**src/rtl/uart_tx_arbiter.sv**
```systemverilog
// ============================================================================
// Module      : uart_tx_arbiter
// Description : Round-robin arbiter and sequencer that shares one uart_tx
//               serializer between two byte-stream requesters, with lock,
//               start timeout and per-requester sent-byte counters.
// Revision    : 1.0 - initial release
// ============================================================================
`default_nettype none

module uart_tx_arbiter #(
    parameter int START_TIMEOUT = 8,
    parameter int CNT_W         = 16
) (
    input  logic             clk_i,
    input  logic             rst_i,
    input  logic [1:0]       req_valid_i,
    input  logic [7:0]       req_data0_i,
    input  logic [7:0]       req_data1_i,
    input  logic [1:0]       req_lock_i,
    output logic [1:0]       req_ready_o,
    output logic [7:0]       tx_data_o,
    output logic             tx_valid_o,
    input  logic             busy_i,
    output logic             active_o,
    output logic             owner_o,
    output logic             done_o,
    output logic             timeout_o,
    output logic [CNT_W-1:0] sent_cnt0_o,
    output logic [CNT_W-1:0] sent_cnt1_o
);

    localparam int c_TO_LIM = (START_TIMEOUT < 1) ? 1 : START_TIMEOUT;
    localparam int c_TO_W   = (c_TO_LIM < 2) ? 1 : $clog2(c_TO_LIM + 1);
    localparam logic [c_TO_W-1:0] c_TO_LAST = c_TO_W'(c_TO_LIM - 1);

    typedef enum logic [1:0] {
        S_IDLE      = 2'd0,
        S_START     = 2'd1,
        S_WAIT_BUSY = 2'd2,
        S_WAIT_DONE = 2'd3
    } state_t;

    state_t            r_state;
    state_t            w_state_nxt;
    logic              r_prio;
    logic              r_owner;
    logic [7:0]        r_tx_data;
    logic              r_done;
    logic              r_timeout;
    logic [c_TO_W-1:0] r_to_cnt;
    logic [CNT_W-1:0]  r_cnt0;
    logic [CNT_W-1:0]  r_cnt1;

    logic [1:0]        w_eligible;
    logic              w_grant_vld;
    logic              w_grant_idx;
    logic              w_accept;
    logic              w_finish;
    logic              w_abandon;
    logic              w_tx_valid;
    logic              w_to_clr;
    logic              w_to_inc;

    // A held lock narrows eligibility to the previous owner only.
    always_comb begin
        w_eligible  = req_valid_i;
        if (req_lock_i[r_owner]) begin
            w_eligible = req_valid_i & (r_owner ? 2'b10 : 2'b01);
        end
        w_grant_vld = |w_eligible;
        w_grant_idx = (w_eligible == 2'b11) ? r_prio : w_eligible[1];
    end

    always_ff @(posedge clk_i) begin
        if (rst_i) begin
            r_state <= S_IDLE;
        end else begin
            r_state <= w_state_nxt;
        end
    end

    always_comb begin
        w_state_nxt = r_state;
        w_accept    = 1'b0;
        w_finish    = 1'b0;
        w_abandon   = 1'b0;
        w_tx_valid  = 1'b0;
        w_to_clr    = 1'b0;
        w_to_inc    = 1'b0;
        case (r_state)
            S_IDLE: begin
                if (w_grant_vld) begin
                    w_accept    = 1'b1;
                    w_state_nxt = S_START;
                end
            end
            S_START: begin
                w_tx_valid  = 1'b1;
                w_to_clr    = 1'b1;
                w_state_nxt = S_WAIT_BUSY;
            end
            S_WAIT_BUSY: begin
                // Busy seen on the final allowed cycle still counts as a start.
                if (busy_i) begin
                    w_state_nxt = S_WAIT_DONE;
                end else if (r_to_cnt == c_TO_LAST) begin
                    w_abandon   = 1'b1;
                    w_state_nxt = S_IDLE;
                end else begin
                    w_to_inc = 1'b1;
                end
            end
            S_WAIT_DONE: begin
                if (!busy_i) begin
                    w_finish    = 1'b1;
                    w_state_nxt = S_IDLE;
                end
            end
            default: begin
                w_state_nxt = S_IDLE;
            end
        endcase
    end

    always_ff @(posedge clk_i) begin
        if (rst_i) begin
            r_prio    <= 1'b0;
            r_owner   <= 1'b0;
            r_tx_data <= 8'h00;
            r_done    <= 1'b0;
            r_timeout <= 1'b0;
            r_to_cnt  <= '0;
            r_cnt0    <= '0;
            r_cnt1    <= '0;
        end else begin
            r_done    <= w_finish;
            r_timeout <= w_abandon;
            if (w_accept) begin
                r_tx_data <= w_grant_idx ? req_data1_i : req_data0_i;
                r_owner   <= w_grant_idx;
            end
            if (w_to_clr) begin
                r_to_cnt <= '0;
            end else if (w_to_inc) begin
                r_to_cnt <= r_to_cnt + 1'b1;
            end
            // Lock is re-sampled at the end of every byte, abandoned or not.
            if (w_finish || w_abandon) begin
                r_prio <= req_lock_i[r_owner] ? r_owner : ~r_owner;
            end
            if (w_finish) begin
                if (r_owner) begin
                    r_cnt1 <= r_cnt1 + 1'b1;
                end else begin
                    r_cnt0 <= r_cnt0 + 1'b1;
                end
            end
        end
    end

    assign req_ready_o = (w_accept && !rst_i) ? (w_grant_idx ? 2'b10 : 2'b01) : 2'b00;
    assign tx_data_o   = r_tx_data;
    assign tx_valid_o  = w_tx_valid;
    assign active_o    = (r_state != S_IDLE);
    assign owner_o     = r_owner;
    assign done_o      = r_done;
    assign timeout_o   = r_timeout;
    assign sent_cnt0_o = r_cnt0;
    assign sent_cnt1_o = r_cnt1;

endmodule

`default_nettype wire
```
**config.mk**
```make
export PLATFORM = sky130hd
export DESIGN_NAME = uart_tx_arbiter
export DESIGN_NICKNAME = d
export VERILOG_FILES = /design/src/rtl/uart_tx_arbiter.sv
export SDC_FILE = /design/constraint.sdc
export NUM_CORES = 1
export LEC_CHECK = 0
export ABC_CLOCK_PERIOD_IN_PS = 8050
export CAP_MARGIN = 10
export CORE_MARGIN = 1
export CORE_UTILIZATION = 29
export DETAILED_ROUTE_END_ITERATION = 10
export GPL_TIMING_DRIVEN = 0
export PLACE_DENSITY = 0.61
export SETUP_SLACK_MARGIN = 0.4
export SYNTH_ARGS = -nofsm -noshare
export SYNTH_HDL_FRONTEND = slang
export SYNTH_SLANG_ARGS = --single-unit
```
**constraint.sdc**
```tcl
create_clock -name clk_i -period 8.05 [get_ports clk_i]
set_input_delay 2.415 -clock clk_i [delete_from_list [all_inputs] [get_ports clk_i]]
set_output_delay 2.415 -clock clk_i [all_outputs]
set_load 0.02 [all_outputs]
```
==> flow_summary.yaml <==
status:
  status: "finished, final reports clean"
critical_path:
  startpoint: "req_valid_i[0]"
  critPathKind: "primary input to output port"
  max_stage_delay_ns: 0.60
  crit_family: "buffers and inverters"
  rr_endpoint: "tx_data_o[4]$_SDFFE_PP0P_"
  worstSetupEndpointType: "output port"
  rrSetupSlack_ns: 5.98
  r2r_cells: 5
  path_cells: "clkdlybuf4s50_1, a21boi_0, o221a_2, clkbuf_1, clkbuf_1, and3b_1, clkdlybuf4s50_1"
  cp_slowest_cell: "clkdlybuf4s50_1"
  cp_max_fo: 10
  required_ns: 5.64
  worstPathArrival_ns: 4.93
  worst_setup_path_start_kind: "primary input"
  r2r-start: "owner_o$_SDFFE_PP0P_"
  crit_buf_inv: 4
route:
  drc: 0
  via_per_inst: 4.83
  wirelength_um: 5460
  firstDrtPassIters: 4
  route.vias.total: 2119
  drt_iter0_drc: 58
  wl_per_cell_um: 12.4
  drtAntennaViolNets: 0
clock_tree:
  ctsLongestPathBuffers: 2
  cts_buffers: 5
  cts.repair.resized: 0
  cts_tree: "done"
  clock_latency_ns: 0.30
  cts_hold_buf: 0
  cts_setup_buffers: 0
  clk_pin_slew_ns: 0.09
  cts_root_buf: "clkbuf_8"
  htreeDepth: 2
  clock_sinks: 50
cells_and_area:
  antenna_cells: 0
  fin_area_um2: 3200
  drive_above_1_share_pct: 6.23
  final_util_pct: 41.7
  area_growth_pct: 39.9
  fin_nets: 362
  regArea_um2: 1000
  multiInputGateArea_um2: 1220
  fillers: 801
synthesis:
  synth_edf_count: 0
  synth_warnings: 0
  synth_top_cell_area_share_pct: 43.7
  synthFlopType: "dfxtp_1"
  yosysMostFrequentCell: "dfxtp_1"
  synth.top_cells.by_count: "50 x dfxtp_1, 34 x nor2_1, 18 x a21oi_1, 18 x nand3_1"
  syn_inst: 260
  ys_types: 38
  synth_fp_nets: 286
  synth_area_um2: 2290
  avgSynthCellArea_um2: 8.80
  async_reset_ff_share_pct: 0
  yosys.area.top_type: "dfxtp_1"
  synthTopCellsByArea: "dfxtp_1 44%, nor2_1 5.6%, xor2_1 4.6%"
  ys_ff_latch: 50
  yosysSeqAreaShare_pct: 43.7
min_path:
  min_path_type: "flop to flop"
  holdPathStages: 2
  hold_end: "r_to_cnt[1]$_SDFFE_PP0P_"
  min_from: "r_to_cnt[1]$_SDFFE_PP0P_"
flow_run:
  maxCapViolCount: 0
die:
  die_height_um: 90.8
  io_pins: 70
  core.rowCount: 32
  start_util_pct: 29.8
  fp.dieArea_um2: 8250
  die_w_um: 90.8
  core_um2: 7690
global_route:
  antenna_found_initial: 0
  grt_overflow: 0
  grt_pass1_wl_um: 9400
  track_usage_pct: 14.0
  grt_max_degree: 16
  grt_pass1_vias: 1970
place:
  gp_congestion: 0.758
  dp_hpwl_um: 4040
  place_area_um2: 3110
  numPortBuffers: 69
sta:
  clock.fmax_mhz: 136
  fin_crit_ns: 7.34
  min_period_over_period_pct: 91.2
  slew_viol_final: 0
  hold_viol_final: 0
  worstMarginPinSlew_ns: 0.498
  final-setup-viol-count: 0
  slew_headroom_pct: 66.8
  fin_skew_ns: 0.00440
  rsz0062_at_grt: "false"
  fin_tns_setup_ns: 0
  whs_ns: 0.481
power:
  power.leakage_uw: 0.00118
  ir_drop_v: 0.0000640
  powerDensity_nw_per_um2: 153
==> flip-flops by register name, indices dropped and copies added (netlist names) <==
signal and count:
owner_o 1, r_to_cnt 4, r_state 2, done_o 1, timeout_o 1, tx_data_o 8, r_prio 1, sent_cnt0_o 16
sent_cnt1_o 16
==> per-layer routing <==
layer / global-route usage (%) / up-vias / part of all wire [%]
met5: 0 / - / 0
met4: 4.50 / 0 / 1.8
met3: 4.71 / 10 / 6.1
met2: 22.5 / 65 / 44
met1: 17.6 / 967 / 48
li1: - / 1077 / -
==> worst reg2reg max path, delay by kind of cell, from the launching register on <==
| kind | cells | cell delay [ns] |
|---|---|---|
| buf+inv | 3 | 1.06 |
| flops | 1 | 0.51 |
| compound gates | 2 | 0.37 |
==> cell families (layout without fill, tap and decap cells) <==
family,after synthesis,after routing,synth area share [%]
multiplexers,11,11,4.98
buffers and inverters,17,94,3.01
AO/OA/AOI/OAI,43,43,11.1
XOR/XNOR,18,18,6.89
flip-flops,50,50,43.7
AND/OR/NAND/NOR,118,118,28.6
adder cells (fa/ha/maj),3,3,1.64
==> stage by stage <==
| step | instances | power, uW | worst slack [ns] |
|---|---|---|---|
| after global placement | 431 | 342 | 0.699 |
| after detailed placement | 431 | 343 | 0.656 |
| after global routing | 439 | 515 | 0.518 |
| after CTS | 439 | 499 | 0.648 |
| final | 439 | 491 | 0.709 |
| after floorplan | 260 | 306 | 2.01 |
==> how the worst max path moves through the flow <==
stage	to	slack, ns	cells past startpoint
after floorplan	req_ready_o[0]	2.01	5
after global placement	req_ready_o[0]	0.70	7
final	req_ready_o[0]	0.71	7
after CTS	req_ready_o[0]	0.65	7
after detailed placement	req_ready_o[0]	0.66	7
after global routing	req_ready_o[0]	0.52	7
==> cells in the final DEF (no fill, tap or decap), types with 4 or more instances in the layout <==
cell type,synthesis,final
nor2_1,34,34
or3_1,11,11
dfxtp_1,50,50
nand2_1,11,11
xnor2_1,6,6
nand4_1,5,5
a21oi_1,18,18
clkdlybuf4s50_1,0,69
a211oi_1,9,9
xor2_1,12,12
mux2i_1,8,8
and4_1,4,4
nor2b_1,5,5
inv_1,4,4
and3_1,7,7
clkbuf_1,9,9
clkbuf_8,0,6
nand3_1,18,18
o21ai_0,12,12
==> cell type report <==
| class | count | share of cell area [%] |
|---|---|---|
| sequential | 50 | 31.3 |
| multi-input combinational | 193 | 38.1 |
| tap | 102 | 3.99 |
| timing repair buffer | 69 | 21.6 |
| clock buffer | 6 | 2.58 |
| clock inverter | 2 | 0.391 |
| buffer | 13 | 1.68 |
| inverter | 4 | 0.469 |
==> where the power goes <==
group,switching [uW],internal [uW]
sequential,6.76,255
combinational,37.2,36.8
clock,85.6,69.2
total,130,361
Note: power is estimated with default switching activity, not from simulation.
